--- config.mk ---
export PLATFORM = sky130hd
export DESIGN_NAME = eth_gmii_rx_framer_flat
export DESIGN_NICKNAME = d
export VERILOG_FILES = /design/src/rtl/eth_rx_pkg.sv /design/src/rtl/eth_gmii_rx_framer_if.sv /design/src/rtl/eth_crc32_d8.sv /design/src/rtl/eth_gmii_rx_framer.sv /design/src/flat_wrapper.sv
export SDC_FILE = /design/constraint.sdc
export NUM_CORES = 1
export LEC_CHECK = 0
export CORE_ASPECT_RATIO = 0.5
export CORE_MARGIN = 8
export CORE_UTILIZATION = 56
export CTS_BUF_LIST = sky130_fd_sc_hd__clkbuf_4 sky130_fd_sc_hd__clkbuf_8
export DETAILED_ROUTE_END_ITERATION = 16
export GPL_ROUTABILITY_DRIVEN = 0
export PLACE_DENSITY = 0.78
export SKIP_CTS_REPAIR_TIMING = 1
export SYNTH_ARGS = -nofsm -noshare
export SYNTH_HDL_FRONTEND = slang
export SYNTH_HIERARCHICAL = 1
export SYNTH_SLANG_ARGS = --single-unit
--- constraint.sdc ---
create_clock -name phy_rx_clk -period 1.9 [get_ports phy_rx_clk]
set_input_delay 0.19 -clock phy_rx_clk [delete_from_list [all_inputs] [get_ports phy_rx_clk]]
set_output_delay 0.19 -clock phy_rx_clk [all_outputs]
set_load 0.02 [all_outputs]
--- src/rtl/eth_rx_pkg.sv ---
// eth_rx_pkg: state encoding and Ethernet/CRC-32 constants shared by the GMII receive framer.
package eth_rx_pkg;
  typedef enum logic [1:0] {IDLE, PREAMBLE, DATA, DROP} rx_state_e;
  localparam logic [7:0] ETH_PREAMBLE = 8'h55;
  localparam logic [7:0] ETH_SFD = 8'hD5;
  localparam logic [31:0] CRC32_POLY_REFL = 32'hEDB88320;
  localparam logic [31:0] CRC32_INIT = 32'hFFFFFFFF;
  localparam logic [31:0] CRC32_RESIDUE = 32'hDEBB20E3;
endpackage

--- src/rtl/eth_gmii_rx_framer_if.sv ---
// eth_gmii_rx_framer_if: GMII receive input plus the valid/ready payload stream toward the MAC.
interface eth_gmii_rx_framer_if;
  logic [7:0] gmii_rxd_in;
  logic gmii_rx_dv_in;
  logic gmii_rx_er_in;
  logic [7:0] phy_rxd_out;
  logic phy_rvalid_out;
  logic phy_rready_in;
  logic phy_rlast_out;
  logic phy_rerr_out;
  modport slave (
    input gmii_rxd_in, gmii_rx_dv_in, gmii_rx_er_in, phy_rready_in,
    output phy_rxd_out, phy_rvalid_out, phy_rlast_out, phy_rerr_out
  );
  modport master (
    output gmii_rxd_in, gmii_rx_dv_in, gmii_rx_er_in, phy_rready_in,
    input phy_rxd_out, phy_rvalid_out, phy_rlast_out, phy_rerr_out
  );
endinterface

--- src/rtl/eth_crc32_d8.sv ---
// eth_crc32_d8: one-byte update of a reflected CRC-32 register, shared with the TX FCS generator.
module eth_crc32_d8 import eth_rx_pkg::*; (
  input  logic [31:0] crc_i,
  input  logic [7:0]  data_i,
  output logic [31:0] crc_o
);
  logic [31:0] c;
  always_comb begin
    c = crc_i ^ {24'h0, data_i};
    for (int i = 0; i < 8; i++) c = c[0] ? (c >> 1) ^ CRC32_POLY_REFL : c >> 1;
    crc_o = c;
  end
endmodule

--- src/rtl/eth_gmii_rx_framer.sv ---
// eth_gmii_rx_framer: strips preamble/SFD, checks and strips FCS, emits payload as a valid/ready byte stream.
// Define ETH_RX_STATS_EN to add good/bad/drop frame counters.
module eth_gmii_rx_framer import eth_rx_pkg::*; #(
  parameter int PREAMBLE_MAX = 15,
  parameter int MIN_FRAME_LEN = 64,
  parameter int MAX_FRAME_LEN = 1522
) (
  input logic phy_rx_clk,
  input logic phy_rx_rstn,
  eth_gmii_rx_framer_if.slave rx
`ifdef ETH_RX_STATS_EN
  ,
  output logic [31:0] rx_good_cnt_out,
  output logic [31:0] rx_bad_cnt_out,
  output logic [15:0] rx_drop_cnt_out
`endif
);
  localparam logic [7:0] PRE_MAX = 8'(PREAMBLE_MAX);
  localparam logic [10:0] MIN_LEN = 11'(MIN_FRAME_LEN);
  localparam logic [10:0] MAX_LEN = 11'(MAX_FRAME_LEN);
  localparam logic [10:0] DLY = 11'd5;
  rx_state_e state_q;
  logic [7:0] pre_q, rxd_q, b;
  logic [31:0] crc_q, crc_d;
  logic [10:0] cnt_q, cnt_d;
  logic [39:0] dl_q;
  logic er_q, ovf_q, tail_q, valid_q, last_q, err_q;
  logic dv, busy, xfer, bad;
  assign dv = rx.gmii_rx_dv_in;
  assign b = rx.gmii_rxd_in;
  assign busy = valid_q && !rx.phy_rready_in;
  assign xfer = valid_q && rx.phy_rready_in;
  assign cnt_d = &cnt_q ? cnt_q : cnt_q + 11'd1;
  assign bad = crc_q != CRC32_RESIDUE || cnt_q < MIN_LEN || cnt_q > MAX_LEN || er_q;
  eth_crc32_d8 u_crc (.crc_i(crc_q), .data_i(b), .crc_o(crc_d));
  // dl_q holds the last five bytes; the oldest leaves only once four newer bytes prove it is not FCS
  always_ff @(posedge phy_rx_clk) begin
    if (!phy_rx_rstn) begin
      state_q <= DROP;
      pre_q <= '0;
      crc_q <= CRC32_INIT;
      cnt_q <= '0;
      dl_q <= '0;
      rxd_q <= '0;
      {er_q, ovf_q, tail_q, valid_q, last_q, err_q} <= '0;
    end else begin
      if (xfer) valid_q <= 1'b0;
      if (tail_q && !busy) begin
        {rxd_q, last_q, err_q, valid_q} <= {8'h00, 3'b111};
        tail_q <= 1'b0;
      end
      case (state_q)
        IDLE: if (dv) begin
          state_q <= tail_q ? DROP : b == ETH_PREAMBLE ? PREAMBLE : b == ETH_SFD ? DATA : DROP;
          pre_q <= 8'd1;
          crc_q <= CRC32_INIT;
          cnt_q <= '0;
          {er_q, ovf_q} <= '0;
        end
        PREAMBLE: if (!dv) state_q <= IDLE;
          else if (b == ETH_PREAMBLE) begin
            pre_q <= pre_q + 8'd1;
            if (pre_q >= PRE_MAX) state_q <= DROP;
          end else state_q <= (b == ETH_SFD && !tail_q) ? DATA : DROP;
        DATA: if (dv) begin
          crc_q <= crc_d;
          cnt_q <= cnt_d;
          dl_q <= {dl_q[31:0], b};
          if (rx.gmii_rx_er_in) er_q <= 1'b1;
          if (cnt_q >= DLY && !ovf_q) begin
            if (busy) ovf_q <= 1'b1;
            else {rxd_q, last_q, err_q, valid_q} <= {dl_q[39:32], 3'b001};
          end
        end else begin
          state_q <= IDLE;
          if (cnt_q > DLY) begin
            if (ovf_q || busy) tail_q <= 1'b1;
            else {rxd_q, last_q, err_q, valid_q} <= {dl_q[39:32], 1'b1, bad, 1'b1};
          end
        end
        default: if (!dv) state_q <= IDLE;
      endcase
    end
  end
  assign rx.phy_rxd_out = rxd_q;
  assign rx.phy_rvalid_out = valid_q;
  assign rx.phy_rlast_out = last_q;
  assign rx.phy_rerr_out = err_q;
`ifdef ETH_RX_STATS_EN
  logic drop_ev;
  assign drop_ev = dv ? (state_q == IDLE && (tail_q || (b != ETH_PREAMBLE && b != ETH_SFD))) ||
                        (state_q == PREAMBLE && (b == ETH_PREAMBLE ? pre_q >= PRE_MAX : (b != ETH_SFD || tail_q)))
                      : state_q == DATA && cnt_q <= DLY;
  always_ff @(posedge phy_rx_clk) begin
    if (!phy_rx_rstn) begin
      rx_good_cnt_out <= '0;
      rx_bad_cnt_out <= '0;
      rx_drop_cnt_out <= '0;
    end else begin
      if (xfer && last_q && !err_q) rx_good_cnt_out <= rx_good_cnt_out + 32'd1;
      if (xfer && last_q && err_q) rx_bad_cnt_out <= rx_bad_cnt_out + 32'd1;
      if (drop_ev) rx_drop_cnt_out <= rx_drop_cnt_out + 16'd1;
    end
  end
`endif
endmodule

--- src/flat_wrapper.sv ---
// flat-port wrapper written by rule: the top's interface ports become plain ports
module eth_gmii_rx_framer_flat import eth_rx_pkg::*;
#(
  parameter int PREAMBLE_MAX = 15,
  parameter int MIN_FRAME_LEN = 64,
  parameter int MAX_FRAME_LEN = 1522
)
  (phy_rx_clk, phy_rx_rstn, rx_gmii_rxd_in, rx_gmii_rx_dv_in, rx_gmii_rx_er_in, rx_phy_rready_in, rx_phy_rxd_out, rx_phy_rvalid_out, rx_phy_rlast_out, rx_phy_rerr_out);
  eth_gmii_rx_framer_if rx_i ();
  input logic phy_rx_clk;
  input logic phy_rx_rstn;
  input wire logic [$bits(rx_i.gmii_rxd_in)-1:0] rx_gmii_rxd_in;
  input wire logic [$bits(rx_i.gmii_rx_dv_in)-1:0] rx_gmii_rx_dv_in;
  input wire logic [$bits(rx_i.gmii_rx_er_in)-1:0] rx_gmii_rx_er_in;
  input wire logic [$bits(rx_i.phy_rready_in)-1:0] rx_phy_rready_in;
  output wire logic [$bits(rx_i.phy_rxd_out)-1:0] rx_phy_rxd_out;
  output wire logic [$bits(rx_i.phy_rvalid_out)-1:0] rx_phy_rvalid_out;
  output wire logic [$bits(rx_i.phy_rlast_out)-1:0] rx_phy_rlast_out;
  output wire logic [$bits(rx_i.phy_rerr_out)-1:0] rx_phy_rerr_out;
  assign rx_i.gmii_rxd_in = rx_gmii_rxd_in;
  assign rx_i.gmii_rx_dv_in = rx_gmii_rx_dv_in;
  assign rx_i.gmii_rx_er_in = rx_gmii_rx_er_in;
  assign rx_i.phy_rready_in = rx_phy_rready_in;
  assign rx_phy_rxd_out = rx_i.phy_rxd_out;
  assign rx_phy_rvalid_out = rx_i.phy_rvalid_out;
  assign rx_phy_rlast_out = rx_i.phy_rlast_out;
  assign rx_phy_rerr_out = rx_i.phy_rerr_out;
  eth_gmii_rx_framer #(.PREAMBLE_MAX(PREAMBLE_MAX), .MIN_FRAME_LEN(MIN_FRAME_LEN), .MAX_FRAME_LEN(MAX_FRAME_LEN)) u_core (.phy_rx_clk(phy_rx_clk), .phy_rx_rstn(phy_rx_rstn), .rx(rx_i));
endmodule
; Yosys cells after proc, flatten, opt, wreduce, memory -nomap -nowiden
; Cells that the tools add are included.
; W data, S select, Z words.
[classes]
add_sub_neg = 2
magnitude_cmp = 5
eq_ne = 15
muxes = 71
bitwise = 9
reduce_logical = 24
[op_table]
columns = cell, n
row1 = $mux W32, 10
row2 = $not A13 Y14, 8
row3 = $mux W8, 10
row4 = $pmux W32 S2, 1
row5 = $mux W1, 35
row6 = $mux W11, 3
row7 = $ne A32 B32 Y1 const B, 1
row8 = $xor A32 B8 Y32, 1
row9 = $pmux W11 S2, 1
row10 = $pmux W8 S2, 1
row11 = $mux W2, 7
row12 = $reduce_and A4 Y1, 3
row13 = $add A11 B1 Y11 const B, 1
row14 = $ge A11 B3 Y1 const B, 1
row15 = $gt A11 B11 Y1 const B, 1
row16 = $gt A11 B3 Y1 const B, 1
row17 = $lt A11 B7 Y1 const B, 1
row18 = $reduce_and A11 Y1, 1
row19 = $ne A2 B2 Y1 const B, 5
row20 = $add A8 B1 Y8 const B, 1
row21 = $eq A8 B7 Y1 const B, 1
row22 = $eq A8 B8 Y1 const B, 1
row23 = $ge A8 B4 Y1 const B, 1
row24 = $ne A2 B1 Y1 const B, 3
row25 = 14 further kinds, 27
[word_totals]
reg_bits = 107
out_inout_bits = 11
word_cells = 138

; Longest topological paths before layout
; Gate-level depths: netlist (run 1).
[logic_depth]
ltp_word = 19
depth_mapped = 7
mapped_depth_nobuf = 7

; Modules after synthesis
; Netlist (run 1), hierarchy kept.
[by_module_without_submodules]
columns = module, instances, cells_per_inst, area_per_inst_um2, seq_area_each_um2
row1 = eth_gmii_rx_framer, 1, 537, 4405.5, 2142.1
row2 = eth_crc32_d8, 1, 72, 775.7, 0.0

; Worst setup path after synthesis (run 1)
; OpenSTA, ideal clock, no wires.
[synth_timing]
kind = register -> register
from = register u_core.pre_q[0]
to = register u_core.state_q[1]
arrival_time_ns = 1.644
required_time_ns = 1.774
setup_slack_ns = 0.130
path_stages_with_launch = 8
path_buffers = 0
period_less_slack_ns = 1.770
path_cell_list = dfxtp_1 ha_1 and3_1 or4_1 nor4_1 nor2_1 o21ai_1 nand2_1
[synth_between]
elab_chain_cells = 3
[synth_lines]
columns = item, line
row1 = from (decl), eth_gmii_rx_framer.sv:23  ; logic [7:0] pre_q, rxd_q, b;
row2 = from (signal assigned), eth_gmii_rx_framer.sv:62  ; pre_q <= pre_q + 8'd1;
row3 = $ge A8 B4 Y1, eth_gmii_rx_framer.sv:63  ; if (pre_q >= PRE_MAX) state_q <= DROP;
row4 = $ne A4 B4 Y1 (no source line), n/a
row5 = $reduce_and A3 Y1 (no source line), n/a
row6 = to (signal assigned), eth_gmii_rx_framer.sv:54  ; state_q <= tail_q ? DROP : b == ETH_PREAMBLE ? PREAMBLE : b == ETH_SFD ? DATA : DROP;
row7 = to (signal assigned), eth_gmii_rx_framer.sv:64  ; end else state_q <= (b == ETH_SFD && !tail_q) ? DATA : DROP;
row8 = to (decl), eth_gmii_rx_framer.sv:22  ; rx_state_e state_q;
; No other way between the ends.
; A chain may end at the register's enable or synchronous reset.

; Final worst setup path (run 1)
[layout_timing]
from = register u_core.pre_q[1]
to = register u_core.state_q[0]
; Same word-level chain as after synthesis.

==> results of run 1 <==
==> routing by layer <==
metal  track usage, %  vias up  part of all wire [%]
met1             22.3     1969                    46
met4             5.13        0                   1.3
met3             5.68       15                   5.6
met2             30.2       93                    47
li1                 -     2147                     -
met5                0        -                     0
==> final cells by class <==
class	count	share of cell area (%)
clock buffers	9	2.01
inverters	3	0.183
repair buffers	81	11.5
multi-input cells	469	47.7
clock inverters	7	1.46
flip-flops and latches	107	34.7
well taps	117	2.37
==> cells by family after synthesis <==
| kind of cell | synth area share [%] |
|---|---|
| fa+ha+maj | 0.725 |
| compound gates | 10.7 |
| xor+xnor | 16.9 |
| buf+inv | 2.41 |
| mux | 1.76 |
| flops | 41.3 |
| simple gates | 26.2 |
==> path summary, 6_finish.rpt <==
kind                  endpoint  slack [ps]
max          u_core/state_q[0]         -20
max reg2reg  u_core/state_q[0]         -20
min reg2reg    u_core/dl_q[20]         460
min          u_core/state_q[1]         100
==> critical path, stage by stage, from the launching register on <==
cell	delay (ps)
dfxtp_1	360
ha_1	220
and3_1	190
or4_1	420
nor4_2	250
buf_4	180
a21oi_1	40
o221ai_1	180
==> cell usage after synthesis, types with 6 or more instances <==
library cell,instances
nor2_1,26
o21ai_0,6
mux2i_1,8
nand4_1,7
xnor2_1,45
xnor2_2,9
dfxtp_1,107
nor3_1,6
a21oi_1,7
nand2_1,181
nor2b_1,10
clkbuf_1,28
a21boi_0,41
xor2_1,24
nand3_1,38
==> where the power goes <==
group | switching (mW) | internal [mW] | total (mW)
combinational | 0.623 | 0.674 | 1.30
clock | 0.853 | 0.649 | 1.50
sequential | 0.0811 | 2.31 | 2.39
==> through the flow <==
step / utilization (%) / area [um^2] / cells / power [mW] / hold slack [ps]
2_1_floorplan: - / 5180 / 609 / 3.30 / 309
5_1_grt: 69.6 / 6170 / 793 / 5.43 / 93.8
6_report: 69.6 / 6170 / 793 / 5.19 / 102
3_5_place_dp: 66.9 / 5930 / 777 / 3.72 / 450
3_3_place_gp: 66.9 / 5930 / 777 / 3.69 / 442
4_1_cts: 69.4 / 6140 / 793 / 5.21 / 84.3
==> registers in the layout (all words and copies together) (netlist names) <==
signal	cells
u_core/rx.phy_rxd_out	8
u_core/crc_q	32
u_core/dl_q	40
u_core/pre_q	8
u_core/tail_q	1
u_core/rx.phy_rvalid_out	1
u_core/cnt_q	11
u_core/rx.phy_rlast_out	1
u_core/rx.phy_rerr_out	1
u_core/ovf_q	1
u_core/er_q	1
u_core/state_q	2
==> metrics.txt, run 1 <==
status finished, violations left; vias in the first global route 4,049; Worst Path Max Fanout 4; initial core utilization between 50% and 60%; Max Slew Vio Count 0; final setup fails 1; register area share after synthesis 41.3%; clk_lat worst skew 390 ps; core area approximately 8900 um^2; Most used DFF post-synth dfxtp_1; Sequential Area 2140 um^2; final setup margin -24.9 ps; P_leak between 2 and 2.5 nW; Distinct cells, synth 50; Final #Nets 687; Crit. End Element flop; Tightest Pin Transition 545 ps; GRT Total Usage 18.2%; CTS Root Buffer Type clkbuf_8; largest net degree at the start of global routing 50; RSZ-0062 raised after global routing yes; Post-synth ARST share 0%; Vias/cell 5.33; # rows 24; total CTS buffers 9; failing checks negative setup slack; peak supply drop 0.000454 V; Reg-to-Reg Start u_core/pre_q[1]; WS Path Type reg2reg; # IOs 24; DIE HEIGHT ~84 um; area occupied by multi-input gates 2940 um^2; Diodes inserted 0; global-route wire length before repair 19.2 mm; Mapped Nets 625; total global routing overflow 0; most common cell after layout, fill and taps aside nand2_1; Slew HR 63.5%; top-area cell type share of the netlist area 41.3%; final antenna-violating net count 0; synth top area cells dfxtp_1 (41%), nand2_1 (13%), xnor2_1 (7.6%), a21boi_0 (5.9%), xor2_1 (4.1%); Synth Cell Area approximately 5200 um^2; TNS Setup -24.9 ps; PortBufs 23; number of synthesized flops with an enable pin 0; post-synthesis register bit count 107; initial antenna violation count 0; post-route clock period utilization 101%; Routed WL per cell 14.4 um; clock sink total ~110; Syn Area/Cell 8.51 um^2; DR vias 4,224; hold_sp phy_rx_rstn; startpoint types flop; FMAX 520 MHz; max_cap viols 0; reg2reg path depth 7; DIE AREA between 10,000 and 15,000 um^2; CTS tree done; Post-Route Skew roughly 12 ps; Cells after Synth 609; Hold WC Path Type in2reg; Final HPWL DP 7.92 mm; layout cell share with drive strength beyond 1 15.2%; CTS H-tree depth 3; fillers between 600 and 700; synth warn 6; Arr. time, crit path 2230 ps; DR DRC count 0; deepest clock path buffer count 2; commonest non-fill, non-tap cells in the layout nand2_1 (181), dfxtp_1 (107), buf_4 (54); Final Hold Viols 0; Die W roughly 150 um; pwr dens 842 nW/um^2; Critical path origin u_core/pre_q[1]; Synth area leader dfxtp_1; area delta synth->final 19.1%; drt pass-1 iters 5; DR iter-0 viols between 200 and 300; final WL 11.4 mm; Hold Crit Depth 2; Critical Path RT around 2200 ps; Final min period 1920 ps; post-placement setup slack -167 ps; Reg clk slew, reported paths 110 ps
Power figures use the tool's default switching activity.
==> run 2: changes to the inputs <==
Settings changed: CORE_MARGIN 8 to unset.
==> run 2 against run 1 <==
Compared with the run above: the flow now finishes without violations; final area is essentially flat; via count is 0.26% lower; clock-buffer cell count up 1; maximum frequency grew 3.8%; critical path type unchanged; critical endpoint unchanged; highest routed layer unchanged.
==> metrics.txt, run 2 (same netlist as run 1, synthesis figures left out) <==
PortBufs 23 (unchanged); initial antenna violation count 0 (unchanged); global-route wire length before repair 18.6 mm (-3.2%); Crit. End Element flop; Vias/cell 5.31 (-0.39%); largest net degree at the start of global routing 50 (unchanged); area delta synth->final 19.0% (about the same); vias in the first global route 3,810 (-5.9%); DR iter-0 viols 303 (+14%); commonest non-fill, non-tap cells in the layout nand2_1 (181), dfxtp_1 (107), buf_4 (53); register name with the most flops u_core/dl_q; Slew HR 66.9% (+3.5 points); P_leak 2.33 nW (-0.27%); layout cell share with drive strength beyond 1 15.2% (-0.023 points); Post-Route Skew 6.26 ps (-5.53 ps); status completed; final WL 11.2 mm (-1.5%); Final HPWL DP 7.93 mm (about the same); WL met3 442 um (-31%); GRT Total Usage 24.0% (+5.9 points); final antenna-violating net count 0 (unchanged); Arr. time, crit path 2170 ps (-60 ps); initial core utilization 58.7% (+0.20 points); final setup fails 0 (-1); Largest regs u_core/dl_q x40, u_core/crc_q x32, u_core/cnt_q x11; # IOs 24 (unchanged); Final #Nets 688 (+0.15%); max FFs per register 40 (unchanged); Final min period 1850 ps (-70.9 ps); DIE AREA 9660 um^2 (-24%); peak supply drop 0.000387 V (-15%); DR DRC count 0 (unchanged); wire length on met1 5.69 mm (+7.3%); DR vias 4,213 (-0.26%); TNS Setup 0 ps (+24.9 ps); deepest clock path buffer count 2 (unchanged); pwr dens 819 nW/um^2 (-2.8%); Hold WS 105 ps (+3.17 ps); met2 routed WL 5.02 mm (-5.7%); FMAX 539 MHz (+3.8%); Die W 138 um (-9.2%); total global routing overflow 0 (unchanged); CTS tree done; uppermost routed layer met4; Critical Path RT 2220 ps (about the same); clk_lat worst skew 390 ps (about the same); WS Path Type reg2reg; clock sink total 107 (unchanged); max_cap viols 0 (unchanged); Finished Core Util 69.8% (+0.21 points); CTS H-tree depth 3 (unchanged); startpoint types flop; Worst Path Max Fanout 4 (unchanged); core area 8830 um^2 (-0.34%); post-route clock period utilization 97.6% (-3.7 points); Hold WC Path Type in2reg; CTS Root Buffer Type clkbuf_8; # rows 24 (unchanged); Max Slew Vio Count 0 (unchanged); drt pass-1 iters 4 (-1); DIE HEIGHT 70.0 um (-17%); Final Hold Viols 0 (unchanged); Reg clk slew, reported paths 100 ps (about the same); total CTS buffers 9 (unchanged); Diodes inserted 0 (unchanged); Tightest Pin Transition 492 ps (-53.0 ps); Routed WL per cell 14.2 um (-1.6%); most common cell after layout, fill and taps aside nand2_1
[run 2: cell count changes in the layout (fill, tap and decap cells not counted), sizes merged]
cell      delta
clkbuf       +1
bufinv       -1
buf          +1
inv          -1
clkinvlp     +1
[run 2: cell type report]
type | count | area [um^2]
Timing Repair Buffer | 82 | 743
Clock buffer | 10 | 131
Sequential cell | 107 | 2140
Multi-Input combinational cell | 469 | 2940
Inverter | 3 | 11.3
Tap cell | 117 | 146
Clock inverter | 6 | 53.8
Fill cell | 720 | 2660
[run 2: power breakdown]
group,internal [mW],switching [mW],total [mW]
sequential,2.31,0.0807,2.39
clock,0.517,0.831,1.35
combinational,0.670,0.637,1.31
[run 2: metal layers]
layer,vias up,track usage (%)
li1,2154,-
met1,1981,33.9
met2,69,37.4
met3,9,5.56
met4,0,5.25
met5,-,0
[run 2: worst paths after layout]
kind	start	to	slack (ps)	cells after the start
setup / recovery	u_core/pre_q[1]	u_core/state_q[0]	50	7
hold / removal	phy_rx_rstn	u_core/state_q[1]	100	2
setup reg to reg	u_core/pre_q[1]	u_core/state_q[0]	50	7
hold reg to reg	u_core/dl_q[31]	u_core/dl_q[39]	470	2
[run 2: worst max-delay path, stage by stage (launching register included)]
cell      delay (ps)
dfxtp_1          360
ha_1             220
and3_1           190
or4_1            420
nor4_2           200
buf_4            170
a21oi_1           40
o221ai_1         170
[run 2: metrics by stage]
stage	cells	cell area [um^2]	total power, mW	setup slack [ps]
6_report	794	6170	5.05	45.9
5_1_grt	794	6170	5.28	-82.4
4_1_cts	794	6150	5.07	20.4
3_5_place_dp	778	5960	3.72	-142
3_3_place_gp	778	5960	3.71	-155
2_1_floorplan	609	5180	3.30	130
==> run 3: changes to the inputs <==
Settings changed: SYNTH_HIERARCHICAL 1 to unset.
==> run 3 against run 2 <==
Compared with the run above: critical path depth down 1; final area down 0.10%; via count up 3.2%; largest cell class unchanged; core utilization up 4.0 points; final cell count down 0.88%; the flow now finishes with violations (negative setup slack); critical endpoint is now u_core.rx.phy_rerr_out; highest routed layer unchanged.
==> metrics.txt, run 3 <==
Routed WL per cell 15.1 um (+6.7%); CTS H-tree depth 3 (unchanged); reg-to-reg critical path endpoint u_core.rx.phy_rerr_out; DR iter-0 viols 419 (+38%); Die W 136 um (-1.6%); pwr dens 807 nW/um^2 (-1.4%); Worst Path Max Fanout 3 (-1); total CTS buffers 9 (unchanged); Hold WC Path Type in2reg; clock sink total 107 (unchanged); Diodes inserted 0 (unchanged); reg2reg setup slack -6 ps (-50 ps); deepest clock path buffer count 2 (unchanged); Largest regs u_core.dl_q x40, u_core.crc_q x32, u_core.cnt_q x11; Post-synth ARST share 0% (unchanged); Cells after DPL 768 (-1.3%); GRT Total Usage 26.6% (+2.5 points); Vias/cell 5.52 (+4.1%); peak supply drop 0.000415 V (+7.0%); CP Depth 6 (-1); Most used DFF post-synth dfxtp_1; final antenna-violating net count 0 (unchanged); synth top area cells dfxtp_1 (43%), nand2_1 (10%), xnor2_1 (8.7%), a21oi_1 (5.8%), xor2_1 (3.3%); area of placed instances 5880 um^2 (-1.4%); # IOs 24 (unchanged); DIE HEIGHT 68.9 um (-1.6%); RSZ-0062 raised after global routing yes; PortBufs 23 (unchanged); P_leak 2.27 nW (-2.6%); global-route wire length before repair 18.9 mm (+1.6%); Non-Filler Instances 787 (-0.88%); Post-Route Skew 11.8 ps (+5.55 ps); Max Slew Vio Count 0 (unchanged); Crit. End Element flop; CP bufs+invs 1 (unchanged); # rows 23 (-4.2%); post-synthesis register bit count 107 (unchanged); CTS tree done; Final min period 1910 ps (+52.1 ps); core area 8350 um^2 (-5.5%); Final HPWL DP 8.21 mm (+3.5%); crit path cell chain buf_4 > or4_1 > o2111ai_1 > a2111oi_2 > or4_1 > a21oi_1; total global routing overflow 0 (unchanged); WS Path Type reg2reg; Critical path origin u_core.cnt_q[8]; Tightest Pin Transition 420 ps (-71.7 ps); area delta synth->final 22.9%; layout cell share with drive strength beyond 1 18.8% (+3.6 points); vias in the first global route 3,853 (+1.1%); Reg clk slew, reported paths 110 ps (about the same); synth warn 0 (-6); fin area 6160 um^2 (-0.10%); commonest non-fill, non-tap cells in the layout nand2_1 (133), dfxtp_1 (103), buf_4 (77); Critical Path RT 2220 ps (about the same); Cells after Synth 587 (-3.6%); final setup fails 1 (+1); CP most frequent cell or4_1; FMAX 525 MHz (-2.7%); number of synthesized flops with an enable pin 0 (unchanged); slowest stage delay, CP 470 ps (+50 ps); clk_lat worst skew 380 ps (about the same); Distinct cells, synth 51 (+2.0%); startpoint types flop; Syn Area/Cell 8.54 um^2 (+0.37%); Slew HR 71.7% (+4.8 points); top-area cell type share of the netlist area 42.7% (+1.4 points); failing checks negative setup slack; largest net degree at the start of global routing 42 (-16%); Arr. time, crit path 2230 ps (+60 ps); CTS Root Buffer Type clkbuf_8; most common cell after layout, fill and taps aside nand2_1; Slowest cell on crit path or4_1; drt pass-1 iters 5 (+1); initial antenna violation count 0 (unchanged); DIE AREA 9360 um^2 (-3.2%); Largest delay share family, worst path simple AND/OR/NAND/NOR gates; Synth top cells by count nand2_1 (133), dfxtp_1 (107), a21oi_1 (58), xnor2_1 (50), nor2_1 (37); most frequent cell after synthesis nand2_1; initial core utilization 60.1% (+1.4 points); register name with the most flops u_core.dl_q; fillers 621 (-14%); status finished, violations left; final setup margin -6.16 ps (-52.1 ps); post-route clock period utilization 100% (+2.7 points); DR vias 4,347 (+3.2%); max FFs per register 40 (unchanged); Synth area leader dfxtp_1; Mapped Nets 604 (-3.4%); Worst Setup EP u_core.rx.phy_rerr_out; register area share after synthesis 42.7% (+1.4 points); reg2reg path depth 6 (-1); max_cap viols 0 (unchanged); Reg-to-Reg Start u_core.cnt_q[8]; Final Hold Viols 0 (unchanged); Synth Cell Area 5010 um^2 (-3.3%); final WL 11.9 mm (+5.7%); Final #Nets 687 (-0.15%); DR DRC count 0 (unchanged)
## run 3: cell types whose count changed after synthesis, sizes merged, moves of 6 or more
cell	change
o211ai	+6
a21oi	+50
a21boi	-41
nand2	-48
o22ai	+22
mux2i	-8
nand3	-22
nor2	+10
## run 3: cell families after synthesis
family          count (synthesis)  synth area share (%)
flops                         107                  42.7
xor+xnor                       82                  18.2
fa+ha+maj                       4                 0.999
compound gates                116                  13.6
simple gates                  239                  21.3
buf+inv                        39                  3.12
## run 3: worst min-delay path by stage
| stage | end | startpoint | slack, ps | cells after the start |
|---|---|---|---|---|
| after floorplan | u_core.dl_q[0] | rx_gmii_rxd_in[0] | 330 | 2 |
| after global placement | u_core.dl_q[27] | u_core.dl_q[19] | 440 | 2 |
| after detailed placement | u_core.dl_q[32] | u_core.dl_q[24] | 440 | 2 |
| after CTS | u_core.er_q | rx_gmii_rx_er_in | 410 | 3 |
| after global routing | u_core.dl_q[31] | u_core.dl_q[23] | 460 | 2 |
| final | u_core.er_q | rx_gmii_rx_er_in | 430 | 3 |
## run 3: cell type report
| class | instances | area, um^2 | share of cell area, % |
|---|---|---|---|
| clock buffer | 10 | 138 | 2.23 |
| tap | 112 | 140 | 2.28 |
| inverter | 8 | 30.0 | 0.488 |
| clock inverter | 6 | 62.6 | 1.02 |
| multi-input combinational | 441 | 2770 | 45.0 |
| sequential | 107 | 2150 | 34.9 |
| timing repair buffer | 103 | 868 | 14.1 |
## run 3: where the power goes
group / switching [mW] / internal [mW]
combinational: 0.580 / 0.626
clock: 0.855 / 0.550
sequential: 0.0612 / 2.30
total: 1.50 / 3.48
## run 3: stage by stage
step | setup slack (ps) | TNS (ps) | util (%) | power [mW] | hold WS (ps)
6_report | -6.16 | -6.16 | 73.8 | 4.97 | 432
5_1_grt | -81.6 | -84.8 | 73.8 | 5.19 | 464
4_1_cts | -190 | -193 | 72.9 | 4.99 | 412
3_5_place_dp | -218 | -3650 | 70.5 | 3.57 | 443
3_3_place_gp | -176 | -2630 | 70.5 | 3.56 | 436
2_1_floorplan | 76.8 | 0 | - | 3.17 | 326
## run 3: worst register-to-register path, stage by stage, from the launching register on
cell and delay [ps]:
dfxtp_1 360, buf_4 150, or4_1 470, o2111ai_1 250, a2111oi_2 90, or4_1 400, a21oi_1 140
## run 3: layer usage
layer	share of wire [%]	global-route usage (%)
met3	5.8	5.56
met4	1.4	9.41
met1	48	36.2
met5	0	0
met2	45	42.2
